==> src/rtl/zipdbg_slave_pkg.sv <==
// Shared definitions for the ZipCPU debug-port responder.
//   - Control register bit positions (read/write view at address 6'h00)
//   - Address decode constants
//   - Responder state encoding
//   - Helper that assembles the control-register read word
package zipdbg_slave_pkg;

  // Control register bit positions
  localparam int unsigned CTRL_HALT     = 0;
  localparam int unsigned CTRL_STEP     = 1;
  localparam int unsigned CTRL_RESET    = 2;
  localparam int unsigned CTRL_CLRCACHE = 3;
  localparam int unsigned CTRL_DSTALL   = 5;
  localparam int unsigned CTRL_BREAK    = 6;
  localparam int unsigned CTRL_CC_LSB   = 7;
  localparam int unsigned CTRL_CC_MSB   = 9;

  // Address decode
  localparam logic [5:0]  ADDR_CTRL       = 6'h00;
  localparam int unsigned ADDR_REGWIN_BIT = 5;

  // Responder states
  typedef enum logic [1:0] {
    ST_IDLE = 2'd0,
    ST_WR   = 2'd1,
    ST_RD   = 2'd2,
    ST_ACK  = 2'd3
  } state_t;

  // Control read word; step and pulse bits always read back as zero.
  function automatic logic [31:0] ctrl_word(input logic       halt,
                                            input logic       dstall,
                                            input logic       brk,
                                            input logic [2:0] cc);
    logic [31:0] w;
    w                          = '0;
    w[CTRL_HALT]               = halt;
    w[CTRL_DSTALL]             = dstall;
    w[CTRL_BREAK]              = brk;
    w[CTRL_CC_MSB:CTRL_CC_LSB] = cc;
    return w;
  endfunction

endpackage

==> src/rtl/zipdbg_slave.sv <==
// Wishbone pipelined responder for the ZipCPU core debug interface.
// A host bridge uses it to halt/step/reset the CPU, clear caches, and
// read/write CPU registers through the core's debug register ports.
//
// Ports:
//   i_clk, i_reset          clock, asynchronous active-high reset
//   i_wb_*                  Wishbone request (cyc/stb/we/addr/data/sel)
//   o_wb_stall/ack/data     Wishbone response
//   o_halt                  CPU halt request
//   o_clear_cache           one-cycle cache clear pulse
//   o_cpu_reset             one-cycle CPU reset pulse
//   o_dbg_we/wreg/data      debug register write port (held until !i_dbg_stall)
//   o_dbg_rreg              debug register read index
//   i_dbg_stall             core cannot accept a debug write
//   i_dbg_reg               read data for o_dbg_rreg
//   i_dbg_cc, i_break       core status reported in the control register
module zipdbg_slave
  import zipdbg_slave_pkg::*;
#(
  parameter logic        OPT_START_HALTED = 1'b1,
  parameter int unsigned OPT_DBGWAIT      = 1
) (
  input  logic        i_clk,
  input  logic        i_reset,
  input  logic        i_wb_cyc,
  input  logic        i_wb_stb,
  input  logic        i_wb_we,
  input  logic [5:0]  i_wb_addr,
  input  logic [31:0] i_wb_data,
  input  logic [3:0]  i_wb_sel,
  output logic        o_wb_stall,
  output logic        o_wb_ack,
  output logic [31:0] o_wb_data,
  output logic        o_halt,
  output logic        o_clear_cache,
  output logic        o_cpu_reset,
  output logic        o_dbg_we,
  output logic [4:0]  o_dbg_wreg,
  output logic [31:0] o_dbg_data,
  output logic [4:0]  o_dbg_rreg,
  input  logic        i_dbg_stall,
  input  logic [31:0] i_dbg_reg,
  input  logic [2:0]  i_dbg_cc,
  input  logic        i_break
);

  // Read wait counter counts down to zero, so the load value is one less
  // than the number of cycles to wait.
  localparam logic [1:0] WAIT_LOAD = 2'(OPT_DBGWAIT - 1);

  state_t      state_q,       state_d;
  logic        halt_q,        halt_d;
  logic        step_q,        step_d;
  logic        cpu_reset_q,   cpu_reset_d;
  logic        clear_cache_q, clear_cache_d;
  logic        dbg_we_q,      dbg_we_d;
  logic [4:0]  dbg_wreg_q,    dbg_wreg_d;
  logic [31:0] dbg_data_q,    dbg_data_d;
  logic [4:0]  dbg_rreg_q,    dbg_rreg_d;
  logic [31:0] wb_data_q,     wb_data_d;
  logic [1:0]  wait_cnt_q,    wait_cnt_d;

  logic req;
  logic ctrl_sel;
  logic unused_sel;

  assign req        = i_wb_cyc && i_wb_stb;
  assign ctrl_sel   = (i_wb_addr == ADDR_CTRL);
  assign unused_sel = ^i_wb_sel[3:1];

  always_comb begin
    state_d       = state_q;
    halt_d        = halt_q;
    step_d        = 1'b0;
    cpu_reset_d   = 1'b0;
    clear_cache_d = 1'b0;
    dbg_we_d      = dbg_we_q;
    dbg_wreg_d    = dbg_wreg_q;
    dbg_data_d    = dbg_data_q;
    dbg_rreg_d    = dbg_rreg_q;
    wb_data_d     = wb_data_q;
    wait_cnt_d    = wait_cnt_q;

    // Second half of a step: re-halt after exactly one released cycle.
    // A step write always leads to ACK, so no new write can collide here.
    if (step_q) begin
      halt_d = 1'b1;
    end

    unique case (state_q)
      ST_IDLE: begin
        if (req) begin
          if (!i_wb_addr[ADDR_REGWIN_BIT]) begin
            state_d = ST_ACK;
            if (i_wb_we) begin
              if (ctrl_sel && i_wb_sel[0]) begin
                halt_d        = i_wb_data[CTRL_HALT];
                // Step only while halted and not combined with halt
                step_d        = halt_q && i_wb_data[CTRL_STEP]
                                && !i_wb_data[CTRL_HALT];
                cpu_reset_d   = i_wb_data[CTRL_RESET];
                clear_cache_d = i_wb_data[CTRL_CLRCACHE];
              end
            end else begin
              wb_data_d = ctrl_sel ? ctrl_word(halt_q, i_dbg_stall, i_break, i_dbg_cc)
                                   : '0;
            end
          end else if (i_wb_we) begin
            if (halt_q) begin
              dbg_we_d   = 1'b1;
              dbg_wreg_d = i_wb_addr[4:0];
              dbg_data_d = i_wb_data;
              state_d    = ST_WR;
            end else begin
              state_d = ST_ACK;
            end
          end else begin
            dbg_rreg_d = i_wb_addr[4:0];
            wait_cnt_d = WAIT_LOAD;
            state_d    = ST_RD;
          end
        end
      end

      ST_WR: begin
        if (!i_wb_cyc) begin
          dbg_we_d = 1'b0;
          state_d  = ST_IDLE;
        end else if (!i_dbg_stall) begin
          dbg_we_d = 1'b0;
          state_d  = ST_ACK;
        end
      end

      ST_RD: begin
        if (!i_wb_cyc) begin
          state_d = ST_IDLE;
        end else if (wait_cnt_q == 2'd0) begin
          wb_data_d = i_dbg_reg;
          state_d   = ST_ACK;
        end else begin
          wait_cnt_d = wait_cnt_q - 2'd1;
        end
      end

      ST_ACK: begin
        state_d = ST_IDLE;
      end

      default: state_d = ST_IDLE;
    endcase
  end

  always_ff @(posedge i_clk or posedge i_reset) begin
    if (i_reset) begin
      state_q       <= ST_IDLE;
      halt_q        <= OPT_START_HALTED;
      step_q        <= 1'b0;
      cpu_reset_q   <= 1'b0;
      clear_cache_q <= 1'b0;
      dbg_we_q      <= 1'b0;
      dbg_wreg_q    <= '0;
      dbg_data_q    <= '0;
      dbg_rreg_q    <= '0;
      wb_data_q     <= '0;
      wait_cnt_q    <= '0;
    end else begin
      state_q       <= state_d;
      halt_q        <= halt_d;
      step_q        <= step_d;
      cpu_reset_q   <= cpu_reset_d;
      clear_cache_q <= clear_cache_d;
      dbg_we_q      <= dbg_we_d;
      dbg_wreg_q    <= dbg_wreg_d;
      dbg_data_q    <= dbg_data_d;
      dbg_rreg_q    <= dbg_rreg_d;
      wb_data_q     <= wb_data_d;
      wait_cnt_q    <= wait_cnt_d;
    end
  end

  assign o_wb_stall    = (state_q != ST_IDLE);
  // Gated by cyc so an abandoned cycle never sees a late ack
  assign o_wb_ack      = (state_q == ST_ACK) && i_wb_cyc;
  assign o_wb_data     = wb_data_q;
  assign o_halt        = halt_q;
  assign o_clear_cache = clear_cache_q;
  assign o_cpu_reset   = cpu_reset_q;
  assign o_dbg_we      = dbg_we_q;
  assign o_dbg_wreg    = dbg_wreg_q;
  assign o_dbg_data    = dbg_data_q;
  assign o_dbg_rreg    = dbg_rreg_q;

endmodule

==> config.mk <==
export PLATFORM = sky130hd
export DESIGN_NAME = zipdbg_slave
export DESIGN_NICKNAME = d
export VERILOG_FILES = /design/src/rtl/zipdbg_slave_pkg.sv /design/src/rtl/zipdbg_slave.sv
export SDC_FILE = /design/constraint.sdc
export NUM_CORES = 1
export LEC_CHECK = 0
export CORE_MARGIN = 8
export CORE_UTILIZATION = 35
export DETAILED_ROUTE_END_ITERATION = 8
export DONT_BUFFER_PORTS = 1
export GPL_TIMING_DRIVEN = 0
export SYNTH_ARGS = -nofsm -noshare
export SYNTH_HDL_FRONTEND = slang
export SYNTH_SLANG_ARGS = --single-unit
==> constraint.sdc <==
create_clock -name i_clk -period 3 [get_ports i_clk]
set_input_delay 0.3 -clock i_clk [delete_from_list [all_inputs] [get_ports i_clk]]
set_output_delay 0.3 -clock i_clk [all_outputs]
set_load 0.02 [all_outputs]
; ---- Word level (Yosys, flattened, before mapping)
; Cells that the tools add are included.
[classes]
n_mux = 50
eq_ne = 14
n_addsub = 1
n_bitwise = 1
reduce_logical = 18
[op_table]
columns = op, count
row1 = $mux 32, 5
row2 = $pmux 32 s2, 1
row3 = $mux 1, 27
row4 = $mux 2, 13
row5 = $ne 2x2->1 const B, 9
row6 = $reduce_and 6->1, 3
row7 = $mux 10, 1
row8 = $pmux 2 s4, 1
row9 = $logic_not 6->1, 1
row10 = $ne 3x3->1 const B, 2
row11 = $reduce_bool 2->1, 3
row12 = $logic_and 1x1->1, 5
row13 = $reduce_and 5->1, 1
row14 = $eq 2x2->1 const B, 2
row15 = $logic_not 2->1, 2
row16 = $pmux 2 s2, 1
row17 = $reduce_and 4->1, 1
row18 = $reduce_and 3->1, 1
row19 = $eq 2x1->1 const B, 1
row20 = $pmux 1 s2, 1
row21 = $sub 2x1->2 const B, 1
row22 = $logic_not 1->1, 1
row23 = $not 1->1, 1
[totals]
inputBits = 84
wordCells = 95
output_inout_bits = 80
ff_bits = 83

; ---- Logic depth before layout (Yosys ltp)
[depth]
ltp_word = 7
mapped_depth = 9
depth_no_buf = 6

; ---- Worst setup path after synthesis
; Ideal clock, no wire load.
[synth_path]
kind = reg-to-reg
startpoint = register state_q[0]
endpoint = register dbg_data_q[0] (netlist: o_dbg_data[0])
setup_ps = 125
arrival_time_ps = 1752
t_required_ps = 2875
path_slack_ps = 1123
synth_period_minus_slack_ps = 1877
n_path_buf = 2
path_stages_with_launch = 8
cell_sequence = dfrtp_1 > inv_1 > ha_1 > clkbuf_2 > nand3_1 > nor2_2 > buf_6 > mux2_2
[synth_between]
elab_chain_len = 2
[synth_rtl]
columns = item, line_no
row1 = start: declaration, zipdbg_slave.sv:51  ; state_t state_q, state_d;
row2 = start signal: assignment, zipdbg_slave.sv:168  ; state_q <= state_d;
row3 = $logic_not 2->1, zipdbg_slave.sv:90  ; unique case (state_q)
row4 = $reduce_and 5->1 (no source line), --
row5 = end signal: assignment, zipdbg_slave.sv:175  ; dbg_data_q <= dbg_data_d;
row6 = end: declaration, zipdbg_slave.sv:58  ; logic [31:0] dbg_data_q, dbg_data_d;
; Every way passes these cells.
; A chain may end at the register's enable or synchronous reset.

; ---- Worst setup path in the final report
[layout_path]
startpoint = register state_q[1]
endpoint = register dbg_data_q[18] (netlist: o_dbg_data[18])
; Same word-level chain as after synthesis.

==> impl_metrics.tcl <==
set metrics [dict create \
    numClockSinks 83 \
    finalSetupViolations 0 \
    worstHoldStart "i_wb_data[0]" \
    grt.total_usage_pct 13.33 \
    status "complete, no violations" \
    crit_path_start_kind "flip-flop" \
    grt_first_pass_wirelength_um 14370 \
    die_w_um 117.8 \
    power.leakage_nw 1.756 \
    drt_iter0_drc 162 \
    worstSetupPathType "flip-flop to flip-flop" \
    fillers 1001 \
    syn_area_sq_um 3626 \
    row_count 37 \
    clk_latency_ps 350 \
    cp_max_fo 10 \
    final_core_util_pct 39.56 \
    rsz0062_at_grt "false" \
    gp_congestion 0.7427 \
    final_nets 397 \
    ir_drop_uv 430.1 \
    ys_seq_area_share_pct 57.32 \
    hold_depth 2 \
    most-common-layout-cells "dfrtp_1, nand2_1, mux2_2, o21ai_2, clkbuf_8" \
    synth-simple-area-share_pct 11.28 \
    finClkSkew_ps 11.03 \
    synth_top_family_by_area "multiplexers" \
    power_density_nw_per_um2 1102 \
    r2r-end "o_dbg_data[18]$_DFFE_PP0P_" \
    final_cells 449 \
    hold_viol_final 0 \
    syn_nets 384 \
    maxCapViolations 0 \
    core_sq_um 10180 \
    synth_seq_cells 83 \
    r2r-start "state_q[1]$_DFFE_PP0P_" \
    cts_tree "done" \
    cp_data_required_time_ps 3230 \
    die_area_sq_um 13870 \
    antenna_found_initial 4 \
    critPathArrivalTime_ps 2430 \
    grt_overflow 0 \
    slew_headroom_pct 57.71 \
    final_area_sq_um 4029 \
    rrSetupSlack_ps 790 \
    pin_count 164 \
    post-route-period-util_pct 73.54 \
    wl_per_cell_um 20.49 \
    wl_um 9200 \
    die_height_um 117.8 \
    placed_area_sq_um 3826 \
    grt_max_degree 55 \
    synth_compound_area_share_pct 10.97 \
    portBuffers 0 \
    drc 0 \
    start_util_pct 35.60 \
    first_pass_iters 4 \
    root_buffer "clkbuf_8" \
    r2r_cells 7 \
    cts_max_level 3 \
    post_cts_buffers 0 \
    synth_warnings 0 \
    grt_pass1_vias 2461 \
    slew_viol_final 0 \
    synth-adder-area-share_pct 2.070 \
    avgSynthCellArea_sq_um 12.33 \
    cts_buffer_depth 2 \
    min_path_type "primary input to flip-flop" \
    vias 2223 \
    areaGrowthSynthToFinish_pct 11.11 \
    cts_made_buffers 9 \
    worstSetupEndpointType "flip-flop" \
    via_per_inst 4.951 \
    netlist_instances 294 \
    muxShareOfSynthArea_pct 13.87 \
    max_freq_mhz 453.3 \
    ant_nets 0 \
    fin_crit_ps 2206 \
    placed_cells 431 \
    yosys.area_share.xor_xnor_pct 0 \
    drive_gt1_share_pct 32.48 \
    tightestPinTransition_ps 633.7 \
    clk_pin_slew_ps 80 \
    hpwl_um 7169 \
    ys_types 35 \
    final_common_cell "dfrtp_1" \
    whs_endpoint "o_halt$_DFF_PP1_" \
]
-- registers in the layout, summed over array words and instances, names as in the netlist --
signal         flops
o_dbg_data        32
o_wb_data         32
o_dbg_rreg         5
o_dbg_wreg         5
state_q            2
wait_cnt_q         2
o_clear_cache      1
o_cpu_reset        1
o_dbg_we           1
o_halt             1
step_q             1
-- critical path, cell delays in order (launching register included) --
cell and delay, ps:
dfrtp_1 410, inv_1 130, ha_1 160, clkbuf_2 180, nand3_1 120, nor2_2 510
buf_6 230, mux2_2 350
-- power breakdown --
part	internal (mW)	total (mW)	switching, mW	leakage, nW
sequential	1.58	2.49	0.909	1.07
clock	0.365	0.767	0.403	0.0867
combinational	0.543	1.19	0.642	0.601
total	2.49	4.44	1.95	1.76
-- logic make-up after synthesis --
logic type / count (synthesis)
muxes: 45
and+or+nand+nor: 88
adders and majority gates: 6
DFF: 83
AOI/OAI and AO/OA: 50
buffers and inverters: 22
-- layout make-up --
class	instances	area (sq um)	share of cell area (%)
sequential	83	2078	51.58
inverter	7	28.78	0.7143
antenna	2	5.005	0.1242
multi-input combinational	189	1385	34.38
tap	136	170.2	4.224
clock buffer	12	165.2	4.099
buffer	15	136.4	3.385
timing repair buffer	2	37.54	0.9317
clock inverter	3	22.52	0.5590
-- through the flow --
stage,setup TNS [ps],setup WS (ps),power [mW],hold WS [ps]
finish,0,793.9,4.440,70.04
global route,0,629.8,4.727,60.99
CTS,0,751.6,4.519,48.89
detailed placement,0,748.7,3.743,204.0
global placement,-32400,-400.7,3.684,429.0
floorplan,0,564.9,3.368,410.0
-- synthesized netlist by cell type --
| cell | n | share of area, % |
|---|---|---|
| nand2_1 | 62 | 6.4 |
| dfrtp_1 | 82 | 57 |
| mux2_2 | 42 | 13 |
| a22o_1 | 1 | 0.24 |
| buf_6 | 9 | 2.8 |
| inv_1 | 7 | 0.72 |
| mux2i_1 | 3 | 0.83 |
| a21o_1 | 1 | 0.21 |
| clkbuf_1 | 4 | 0.41 |
| dfstp_2 | 1 | 0.72 |
| nor2b_1 | 6 | 1.0 |
| a32oi_1 | 5 | 1.2 |
| nand3_1 | 4 | 0.55 |
| nor2_1 | 3 | 0.31 |
| o31ai_1 | 1 | 0.21 |
| nand2b_1 | 1 | 0.17 |
| and4b_1 | 1 | 0.28 |
| a21boi_0 | 2 | 0.41 |
| a21oi_1 | 1 | 0.14 |
| or3b_1 | 1 | 0.24 |
| nand3b_1 | 3 | 0.62 |
| nor2_2 | 1 | 0.17 |
| nor3_1 | 1 | 0.14 |
| nor4_4 | 1 | 0.59 |
| clkbuf_2 | 1 | 0.14 |
| a211o_1 | 1 | 0.24 |
| a221oi_1 | 1 | 0.24 |
| o21ai_1 | 2 | 0.28 |
| a22oi_1 | 1 | 0.21 |
| and2_1 | 3 | 0.52 |
| buf_8 | 1 | 0.41 |
| o21ai_2 | 28 | 6.8 |
| and4_1 | 1 | 0.24 |
| ha_1 | 6 | 2.1 |
| o21ai_0 | 6 | 0.83 |
-- how the worst max path moves through the flow --
stage / startpoint / to / cells after the start
detailed placement: state_q[1]$_DFFE_PP0P_ / o_dbg_data[18]$_DFFE_PP0P_ / 7
finish: state_q[1]$_DFFE_PP0P_ / o_dbg_data[18]$_DFFE_PP0P_ / 7
floorplan: i_reset / o_clear_cache$_DFF_PP0_ / 1
global route: state_q[0]$_DFFE_PP0P_ / o_dbg_data[18]$_DFFE_PP0P_ / 7
global placement: i_reset / o_dbg_rreg[0]$_DFFE_PP0P_ / 1
CTS: state_q[1]$_DFFE_PP0P_ / o_dbg_data[18]$_DFFE_PP0P_ / 7
-- per-layer routing --
metal  share of wire [%]  vias to the layer above  routed length, um  global-route usage, %
li1                    -                     1035                  -                      -
met1                  38                     1071               3458                  14.54
met2                  46                       98               4270                  20.90
met3                  14                       15               1294                  8.058
met4                 1.6                        4                148                  4.804
met5                0.29                        -                 27                      0
-- what timing repair did --
action	in CTS	in global routing
setup endpoints to repair	0	0
gates resized for setup	0	0
hold buffers	1	0
endpoints found under the hold margin	29	0
Power figures use the tool's default switching activity.
